## src/rtl/project_mux_pkg.sv

```systemverilog
// Shared definitions for the project mux harness: register map, switch states
// and the data word returned when a project window never answers.
package project_mux_pkg;

   localparam logic [7:0]  OFF_ACTIVE   = 8'h00;
   localparam logic [7:0]  OFF_OEB_LO   = 8'h04;
   localparam logic [7:0]  OFF_OEB_HI   = 8'h08;
   localparam logic [7:0]  OFF_STATUS   = 8'h0C;
   localparam logic [31:0] TIMEOUT_DATA = 32'hDEAD_BEEF;

   typedef enum logic [1:0] {
      ST_IDLE    = 2'd0,
      ST_DRAIN   = 2'd1,
      ST_RELEASE = 2'd2
   } sw_state_e;

   function automatic logic [31:0] status_word(input logic busy, input logic sticky,
                                               input logic [7:0] cur);
      return {16'h0000, cur, 6'b000000, sticky, busy};
   endfunction

endpackage

```

## src/rtl/project_mux_if.sv

```systemverilog
// Wishbone slave bus between the management master and the project mux harness.
interface project_mux_if;

   logic        wbs_stb_i;
   logic        wbs_cyc_i;
   logic        wbs_we_i;
   logic [3:0]  wbs_sel_i;
   logic [31:0] wbs_adr_i;
   logic [31:0] wbs_dat_i;
   logic        wbs_ack_o;
   logic [31:0] wbs_dat_o;

   modport master (
      output wbs_stb_i, wbs_cyc_i, wbs_we_i, wbs_sel_i, wbs_adr_i, wbs_dat_i,
      input  wbs_ack_o, wbs_dat_o
   );

   modport slave (
      input  wbs_stb_i, wbs_cyc_i, wbs_we_i, wbs_sel_i, wbs_adr_i, wbs_dat_i,
      output wbs_ack_o, wbs_dat_o
   );

endinterface

```

## src/rtl/project_switch_fsm.sv

```systemverilog
// Project switch sequencer: drains all pads and holds every project in reset
// for a fixed number of cycles before handing the pads to the new project.
module project_switch_fsm
   import project_mux_pkg::*;
#(
   parameter int NUM_PROJECTS  = 8,
   parameter int SWITCH_CYCLES = 16
) (
   input  logic                    i_clk,
   input  logic                    i_rst_n,
   input  logic                    i_wr_active,
   input  logic [7:0]              i_wr_value,
   output logic                    o_busy,
   output logic [7:0]              o_current,
   output logic [NUM_PROJECTS-1:0] o_proj_rst_n
);

   localparam int                      CNT_W    = $clog2(SWITCH_CYCLES);
   localparam logic [CNT_W-1:0]        CNT_LOAD = CNT_W'(SWITCH_CYCLES - 1);
   localparam logic [NUM_PROJECTS-1:0] ONE_HOT0 = {{(NUM_PROJECTS-1){1'b0}}, 1'b1};

   sw_state_e               r_state, w_state_nxt;
   logic [CNT_W-1:0]        r_cnt, w_cnt_nxt;
   logic [7:0]              r_target, w_target_nxt;
   logic [7:0]              r_current, w_current_nxt;
   logic [NUM_PROJECTS-1:0] r_rst_n, w_rst_n_nxt;

   always_ff @(posedge i_clk or negedge i_rst_n) begin
      if (!i_rst_n) begin
         r_state   <= ST_IDLE;
         r_cnt     <= {CNT_W{1'b0}};
         r_target  <= 8'h00;
         r_current <= 8'h00;
         r_rst_n   <= {NUM_PROJECTS{1'b0}};
      end else begin
         r_state   <= w_state_nxt;
         r_cnt     <= w_cnt_nxt;
         r_target  <= w_target_nxt;
         r_current <= w_current_nxt;
         r_rst_n   <= w_rst_n_nxt;
      end
   end

   // Any ACTIVE write while switching retargets and restarts the drain.
   always_comb begin
      w_state_nxt   = r_state;
      w_cnt_nxt     = r_cnt;
      w_target_nxt  = r_target;
      w_current_nxt = r_current;
      case (r_state)
         ST_IDLE: begin
            if (i_wr_active && (i_wr_value != r_current)) begin
               w_state_nxt  = ST_DRAIN;
               w_cnt_nxt    = CNT_LOAD;
               w_target_nxt = i_wr_value;
            end else begin
               w_state_nxt  = ST_IDLE;
            end
         end
         ST_DRAIN: begin
            if (i_wr_active) begin
               w_cnt_nxt    = CNT_LOAD;
               w_target_nxt = i_wr_value;
            end else if (r_cnt == {CNT_W{1'b0}}) begin
               w_state_nxt   = ST_RELEASE;
               w_current_nxt = r_target;
            end else begin
               w_cnt_nxt     = r_cnt - CNT_W'(1'b1);
            end
         end
         ST_RELEASE: begin
            if (i_wr_active) begin
               w_state_nxt  = ST_DRAIN;
               w_cnt_nxt    = CNT_LOAD;
               w_target_nxt = i_wr_value;
            end else begin
               w_state_nxt  = ST_IDLE;
            end
         end
         default: begin
            w_state_nxt = ST_IDLE;
         end
      endcase
      // An out-of-range project shifts out of the vector, leaving all resets held.
      if (w_state_nxt == ST_DRAIN) begin
         w_rst_n_nxt = {NUM_PROJECTS{1'b0}};
      end else begin
         w_rst_n_nxt = ONE_HOT0 << w_current_nxt;
      end
   end

   assign o_busy       = (r_state == ST_DRAIN);
   assign o_current    = r_current;
   assign o_proj_rst_n = r_rst_n;

endmodule

```

## src/rtl/project_mux_harness.sv

```systemverilog
// Pad multiplexer for several user projects with a Wishbone control page and
// one pass-through Wishbone window per project.
module project_mux_harness
   import project_mux_pkg::*;
#(
   parameter int          NUM_PROJECTS  = 8,
   parameter int          IO_PADS       = 38,
   parameter logic [31:0] BASE_ADDR     = 32'h3000_0000,
   parameter int          SWITCH_CYCLES = 16,
   parameter int          ACK_TIMEOUT   = 15
) (
   input  logic                            wb_clk_i,
   input  logic                            wb_rst_ni,
   project_mux_if.slave                    wb,
   input  logic [IO_PADS-1:0]              io_in,
   output logic [IO_PADS-1:0]              io_out,
   output logic [IO_PADS-1:0]              io_oeb,
   output logic [NUM_PROJECTS*IO_PADS-1:0] proj_io_in,
   input  logic [NUM_PROJECTS*IO_PADS-1:0] proj_io_out,
   output logic [NUM_PROJECTS-1:0]         proj_rst_no,
   output logic [NUM_PROJECTS-1:0]         proj_stb_o,
   input  logic [NUM_PROJECTS-1:0]         proj_ack_i,
   input  logic [NUM_PROJECTS*32-1:0]      proj_dat_i
);

   localparam logic [23:0]      BASE_PAGE = BASE_ADDR[31:8];
   localparam int               TO_W      = $clog2(ACK_TIMEOUT);
   localparam logic [TO_W-1:0]  TO_LAST   = TO_W'(ACK_TIMEOUT - 1);

   logic                    r_ack;
   logic [31:0]             r_dat;
   logic [7:0]              r_active;
   logic [IO_PADS-1:0]      r_oeb;
   logic                    r_sticky;
   logic [TO_W-1:0]         r_wcnt;

   logic                    w_accept, w_ctrl, w_win_any, w_win_ack, w_wr_active, w_busy;
   logic [23:0]             w_page;
   logic [7:0]              w_off, w_current;
   logic [31:0]             w_rd;
   logic [NUM_PROJECTS-1:0] w_win_oh, w_sel_oh;
   logic [IO_PADS-1:0]      w_out_chain [NUM_PROJECTS+1];
   logic [31:0]             w_dat_chain [NUM_PROJECTS+1];

   assign w_accept    = wb.wbs_cyc_i & wb.wbs_stb_i & ~r_ack;
   // Page 0 is the control page, pages 1..NUM_PROJECTS are the project windows.
   assign w_page      = wb.wbs_adr_i[31:8] - BASE_PAGE;
   assign w_off       = wb.wbs_adr_i[7:0];
   assign w_ctrl      = (w_page == 24'h00_0000);
   assign w_wr_active = w_accept & w_ctrl & wb.wbs_we_i & (w_off == OFF_ACTIVE) & wb.wbs_sel_i[0];

   assign w_out_chain[0] = {IO_PADS{1'b0}};
   assign w_dat_chain[0] = 32'h0000_0000;

   for (genvar k = 0; k < NUM_PROJECTS; k++) begin : g_proj
      assign w_win_oh[k] = (w_page == 24'(k + 1));
      assign w_sel_oh[k] = ~w_busy & (w_current == 8'(k));
      assign proj_io_in[k*IO_PADS +: IO_PADS] = w_sel_oh[k] ? io_in : {IO_PADS{1'b0}};
      assign w_out_chain[k+1] = w_out_chain[k] |
                                (w_sel_oh[k] ? proj_io_out[k*IO_PADS +: IO_PADS] : {IO_PADS{1'b0}});
      assign w_dat_chain[k+1] = w_dat_chain[k] |
                                (w_win_oh[k] ? proj_dat_i[k*32 +: 32] : 32'h0000_0000);
   end

   assign w_win_any  = |w_win_oh;
   assign w_win_ack  = |(w_win_oh & proj_ack_i);
   assign proj_stb_o = w_win_oh & {NUM_PROJECTS{w_accept}};
   assign io_out     = w_out_chain[NUM_PROJECTS];
   assign io_oeb     = w_busy ? {IO_PADS{1'b1}} : r_oeb;
   assign wb.wbs_ack_o = r_ack;
   assign wb.wbs_dat_o = r_dat;

   project_switch_fsm #(
      .NUM_PROJECTS  (NUM_PROJECTS),
      .SWITCH_CYCLES (SWITCH_CYCLES)
   ) u_fsm (
      .i_clk        (wb_clk_i),
      .i_rst_n      (wb_rst_ni),
      .i_wr_active  (w_wr_active),
      .i_wr_value   (wb.wbs_dat_i[7:0]),
      .o_busy       (w_busy),
      .o_current    (w_current),
      .o_proj_rst_n (proj_rst_no)
   );

   // Control page read mux.
   always_comb begin
      w_rd = 32'h0000_0000;
      case (w_off)
         OFF_ACTIVE: w_rd = {24'h00_0000, r_active};
         OFF_OEB_LO: w_rd = r_oeb[31:0];
         OFF_OEB_HI: w_rd = 32'(r_oeb >> 6'd32);
         OFF_STATUS: w_rd = status_word(w_busy, r_sticky, w_current);
         default:    w_rd = 32'h0000_0000;
      endcase
   end

   always_ff @(posedge wb_clk_i or negedge wb_rst_ni) begin
      if (!wb_rst_ni) begin
         r_ack    <= 1'b0;
         r_dat    <= 32'h0000_0000;
         r_active <= 8'h00;
         r_oeb    <= {IO_PADS{1'b0}};
         r_sticky <= 1'b0;
         r_wcnt   <= {TO_W{1'b0}};
      end else begin
         r_ack <= 1'b0;
         r_dat <= 32'h0000_0000;
         if (w_accept && w_ctrl) begin
            r_ack  <= 1'b1;
            r_dat  <= wb.wbs_we_i ? 32'h0000_0000 : w_rd;
            r_wcnt <= {TO_W{1'b0}};
            if (w_wr_active) begin
               r_active <= wb.wbs_dat_i[7:0];
            end
            if (wb.wbs_we_i && (wb.wbs_sel_i == 4'hF) && (w_off == OFF_OEB_LO)) begin
               r_oeb[31:0] <= wb.wbs_dat_i;
            end
            if (wb.wbs_we_i && (wb.wbs_sel_i == 4'hF) && (w_off == OFF_OEB_HI)) begin
               r_oeb <= {wb.wbs_dat_i[IO_PADS-33:0], r_oeb[31:0]};
            end
            if (wb.wbs_we_i && (w_off == OFF_STATUS)) begin
               r_sticky <= 1'b0;
            end
         end else if (w_accept && w_win_any) begin
            if (w_win_ack) begin
               r_ack  <= 1'b1;
               r_dat  <= w_dat_chain[NUM_PROJECTS];
               r_wcnt <= {TO_W{1'b0}};
            end else if (r_wcnt == TO_LAST) begin
               r_ack    <= 1'b1;
               r_dat    <= TIMEOUT_DATA;
               r_sticky <= 1'b1;
               r_wcnt   <= {TO_W{1'b0}};
            end else begin
               r_wcnt <= r_wcnt + TO_W'(1'b1);
            end
         end else begin
            r_wcnt <= {TO_W{1'b0}};
         end
      end
   end

endmodule

```

## src/flat_wrapper.sv

```systemverilog
// flat-port wrapper written by rule: the top's interface ports become plain ports
module project_mux_harness_flat import project_mux_pkg::*;
#(
   parameter int          NUM_PROJECTS  = 8,
   parameter int          IO_PADS       = 38,
   parameter logic [31:0] BASE_ADDR     = 32'h3000_0000,
   parameter int          SWITCH_CYCLES = 16,
   parameter int          ACK_TIMEOUT   = 15
)
  (wb_clk_i, wb_rst_ni, io_in, io_out, io_oeb, proj_io_in, proj_io_out, proj_rst_no, proj_stb_o, proj_ack_i, proj_dat_i, wb_wbs_stb_i, wb_wbs_cyc_i, wb_wbs_we_i, wb_wbs_sel_i, wb_wbs_adr_i, wb_wbs_dat_i, wb_wbs_ack_o, wb_wbs_dat_o);
  project_mux_if wb_i ();
  input  logic wb_clk_i;
  input  logic wb_rst_ni;
  input  logic [IO_PADS-1:0] io_in;
  output logic [IO_PADS-1:0] io_out;
  output logic [IO_PADS-1:0] io_oeb;
  output logic [NUM_PROJECTS*IO_PADS-1:0] proj_io_in;
  input  logic [NUM_PROJECTS*IO_PADS-1:0] proj_io_out;
  output logic [NUM_PROJECTS-1:0] proj_rst_no;
  output logic [NUM_PROJECTS-1:0] proj_stb_o;
  input  logic [NUM_PROJECTS-1:0] proj_ack_i;
  input  logic [NUM_PROJECTS*32-1:0] proj_dat_i;
  input wire logic [$bits(wb_i.wbs_stb_i)-1:0] wb_wbs_stb_i;
  input wire logic [$bits(wb_i.wbs_cyc_i)-1:0] wb_wbs_cyc_i;
  input wire logic [$bits(wb_i.wbs_we_i)-1:0] wb_wbs_we_i;
  input wire logic [$bits(wb_i.wbs_sel_i)-1:0] wb_wbs_sel_i;
  input wire logic [$bits(wb_i.wbs_adr_i)-1:0] wb_wbs_adr_i;
  input wire logic [$bits(wb_i.wbs_dat_i)-1:0] wb_wbs_dat_i;
  output wire logic [$bits(wb_i.wbs_ack_o)-1:0] wb_wbs_ack_o;
  output wire logic [$bits(wb_i.wbs_dat_o)-1:0] wb_wbs_dat_o;
  assign wb_i.wbs_stb_i = wb_wbs_stb_i;
  assign wb_i.wbs_cyc_i = wb_wbs_cyc_i;
  assign wb_i.wbs_we_i = wb_wbs_we_i;
  assign wb_i.wbs_sel_i = wb_wbs_sel_i;
  assign wb_i.wbs_adr_i = wb_wbs_adr_i;
  assign wb_i.wbs_dat_i = wb_wbs_dat_i;
  assign wb_wbs_ack_o = wb_i.wbs_ack_o;
  assign wb_wbs_dat_o = wb_i.wbs_dat_o;
  project_mux_harness #(.NUM_PROJECTS(NUM_PROJECTS), .IO_PADS(IO_PADS), .BASE_ADDR(BASE_ADDR), .SWITCH_CYCLES(SWITCH_CYCLES), .ACK_TIMEOUT(ACK_TIMEOUT)) u_core (.wb_clk_i(wb_clk_i), .wb_rst_ni(wb_rst_ni), .wb(wb_i), .io_in(io_in), .io_out(io_out), .io_oeb(io_oeb), .proj_io_in(proj_io_in), .proj_io_out(proj_io_out), .proj_rst_no(proj_rst_no), .proj_stb_o(proj_stb_o), .proj_ack_i(proj_ack_i), .proj_dat_i(proj_dat_i));
endmodule
```

## config.mk

```make
export PLATFORM = sky130hd
export DESIGN_NAME = project_mux_harness_flat
export DESIGN_NICKNAME = d
export VERILOG_FILES = /design/src/rtl/project_mux_pkg.sv /design/src/rtl/project_mux_if.sv /design/src/rtl/project_switch_fsm.sv /design/src/rtl/project_mux_harness.sv /design/src/flat_wrapper.sv
export SDC_FILE = /design/constraint.sdc
export NUM_CORES = 1
export LEC_CHECK = 0
export CORE_AREA = 2 2 435 437
export DETAILED_ROUTE_END_ITERATION = 12
export DIE_AREA = 0 0 437 439
export SLEW_MARGIN = 25
export SYNTH_ARGS = -nofsm -noshare
export SYNTH_HDL_FRONTEND = slang
export SYNTH_SLANG_ARGS = --single-unit
```

## constraint.sdc

```tcl
create_clock -name wb_clk_i -period 3.6 [get_ports wb_clk_i]
set_input_delay 0.54 -clock wb_clk_i [delete_from_list [all_inputs] [get_ports wb_clk_i]]
set_output_delay 0.54 -clock wb_clk_i [all_outputs]
set_load 0.01 [all_outputs]
```

==> metrics.txt <==
count of warnings emitted by yosys 0; static leakage power 0.0133 uW; clock buffers created by TritonCTS 17; Max Slew Vio Count 0; worst reg2reg path endpoint u_core.u_fsm.o_current[3]; cell area after synthesis 12100 um^2; HPWL after detailed placement 131 mm; CP top delay family buffers and inverters; floorplan die height 439 um; Final Total Pwr 4470 uW; portion of the post-synthesis area used by sequential elements 23.6%; buffers from clock root to sink, at most 2; Setup-failing EPs final 41; Post-Route Skew 13.1 ps; Setup CP Type flip-flop to primary output; wire per inst 30.0 um; total area of multi-input combinational cells 9210 um^2; fraction of power consumed by combinational cells 35.9%; Gate Count Post-Synth 1478; number of remaining DRC errors 0; maximum VDD drop 0.250 mV; wire length of the first global-routing pass 197 mm; violated checks setup timing; Clock Power Share 35.4%; final-report hold violation count 0; post-route clock period utilization 105%; via count of the first global-routing pass 18.9k; actual transition at the worst max-transition pin 1120 ps; number of flip-flops and latches in the synthesized netlist 114; sink count of the clock tree 114; FFs w/ async S/R, synth 100%; Critical Path Start Type flip-flop; count of pins on the block boundary 1108; non-filler cells in the finished layout 5264; WP data required 3060 ps; clock tree from TritonCTS built; number of nets with antenna violations after routing 0; fill count 21.1k; largest incremental delay on the critical path 850 ps; floorplan die width 437 um; 1st-iter DRT viols 1906; grt total ovfl 0; Critical path buffers and inverters 6; outcome complete, but fails checks; part of the power in registers 28.7%; core utilization of the finished layout 16.1%; number of detailed-route iterations in the first pass 8; gr usage total 15.4%; gpl congestion 0.967; number of hold buffers added after CTS 0; power density over the cells 148 nW/um^2; launch point of the worst reg-to-reg path u_core.u_fsm.r_cnt[1]; highest-count cells in the layout ignoring fill and taps clkdlybuf4s50_1, and2_1, buf_4; fraction of layout instances using a drive strength above 1 27.8%; setup slack on the worst flop-to-flop path 1040 ps; Cell Count Post-Placement 5096; count of cell types in the netlist 65; worst min path class input port to async pin; most used flip-flop cell after synthesis dfrtp_1; number of vias after detailed routing 19.4k; post-layout min period 3770 ps; Achievable Freq 265 MHz; total detailed-routing wirelength 158 mm; cell count of the worst reg-to-reg path 7; via/cell ratio 3.68; P_sw 1420 uW; level count of the clock H-tree 4; Critical Path AT 3230 ps; Placed Instance Area 27400 um^2; kind of capture point of the worst setup path primary output; worst slew margin relative to its limit 25.6%; antenna violations before repair 97; maximum number of pins on one net before global-route repair 73; number of core rows 159; Initial Utilization 6.46%; Net Count, Synth 2164; sequential cell area in the final layout 2860 um^2; number of input and output port buffers inserted 1107; fin worst setup slack -173 ps; switching portion of total power 31.8%; fin area 30100 um^2; clock-pin transition on the worst setup and hold timing paths 60 ps; mean cell area of the mapped netlist 8.18 um^2; most common cell after layout, fill and taps aside clkdlybuf4s50_1; full die area 192000 um^2; NumNets Final 3405; clock insertion delay at the later pin of the skew report 450 ps; crit-path cells inv_1 -> ha_2 -> or3_4 -> buf_12 -> nor3_4 -> buf_12 -> buf_16 -> buf_12 -> a222oi_1 -> nand2_4 -> buf_6; maximum fanout count along the critical path 5; Power Internal 3050 uW; Core Area 187000 um^2; clock root buffer clkbuf_16; count of flip-flops with a built-in enable after synthesis 0; growth of design area from synthesis to finish 149%; number of violations of the max-capacitance limit 0; setup repair after global routing missed its margin true; Top cell by count, worst path buf_12; cell with the largest stage delay on the worst path a222oi_1
-- state kept, by name, summed over array words and instances (netlist names) --
signal and count:
u_core.r_oeb 38, u_core.u_fsm.o_current 8, u_core.r_wcnt 4, u_core.u_fsm.r_target 8, u_core.wb.wbs_ack_o 1, u_core.u_fsm.r_cnt 4, u_core.u_fsm.r_state 2, u_core.r_active 8
u_core.u_fsm.o_proj_rst_n 8, u_core.r_sticky 1, u_core.wb.wbs_dat_o 32
-- timing repair --
item / CTS / global route
buffers inserted: 67 / 25
pin swaps: 41 / 37
gates cloned: 18 / 8
resized for setup: 616 / 349
endpoints found under the setup margin: 336 / 263
-- how the worst max path moves through the flow --
stage	startpoint	to	slack [ps]	depth (start not counted)
floorplan	wb_wbs_adr_i[25]	proj_stb_o[3]	500	5
global placement	wb_wbs_adr_i[25]	u_core.wb.wbs_dat_o[13]	-380	9
detailed placement	wb_wbs_adr_i[25]	u_core.wb.wbs_dat_o[13]	-410	9
CTS	u_core.u_fsm.o_current[5]	io_out[20]	-260	11
global route	u_core.u_fsm.o_current[5]	io_out[20]	-250	11
finish	u_core.u_fsm.r_state[1]	io_out[17]	-170	11
-- synthesized netlist by cell type, types with 41 or more instances --
| master | count | share of area (%) |
|---|---|---|
| dfrtp_1 | 114 | 24 |
| clkbuf_1 | 124 | 3.9 |
| nor3_1 | 53 | 2.2 |
| a222oi_1 | 42 | 3.5 |
| or2_2 | 41 | 2.1 |
| o21ai_0 | 49 | 2.0 |
| and2_1 | 232 | 12 |
| mux2_2 | 94 | 8.8 |
| nand2_1 | 90 | 2.8 |
| a22oi_1 | 74 | 4.6 |
| mux2i_1 | 80 | 6.6 |
| and3_1 | 91 | 4.7 |
| nand3_1 | 50 | 2.1 |
-- area by class of cell --
class                   instances  share of cell area, %
flip-flops and latches        114                   9.49
clock inverters                15                  0.362
inverters                       9                  0.112
multi-input cells            1207                   30.6
diodes                         37                  0.308
clock buffers                  17                   1.41
repair buffers               1370                   47.3
well taps                    2495                   10.4
-- metal layers --
layer,vias to the layer above,global-route usage [%],share of wire [%]
li1,8133,-,-
met1,9793,20.7,45
met2,1179,23.9,44
met3,233,3.83,7.3
met4,32,5.14,3.8
met5,-,0,0.13
-- cells by family after synthesis --
| logic type | after synthesis | share of synthesized area [%] |
|---|---|---|
| flops | 114 | 23.6 |
| fa+ha+maj | 7 | 0.725 |
| xor+xnor | 11 | 0.797 |
| simple gates | 682 | 33.1 |
| buf+inv | 157 | 5.02 |
| mux | 176 | 15.8 |
| compound gates | 331 | 20.9 |
-- power by group through the flow --
stage	sequential, uW	combinational, uW	clock, uW
6_report	1280	1600	1580
5_1_grt	1280	1650	1690
4_1_cts	1280	1590	1640
3_5_place_dp	1300	1580	0
3_3_place_gp	1300	1590	0
2_1_floorplan	1310	276	0
-- metrics by stage --
step / setup slack [ps] / setup TNS (ps) / hold slack, ps
5_1_grt: -251 / -10540 / 264
4_1_cts: -256 / -14460 / 217
6_report: -173 / -3460 / 204
3_3_place_gp: -378 / -3750 / 446
2_1_floorplan: 500 / 0 / 244
3_5_place_dp: -414 / -4300 / 455
Note: power is estimated with default switching activity, not from simulation.
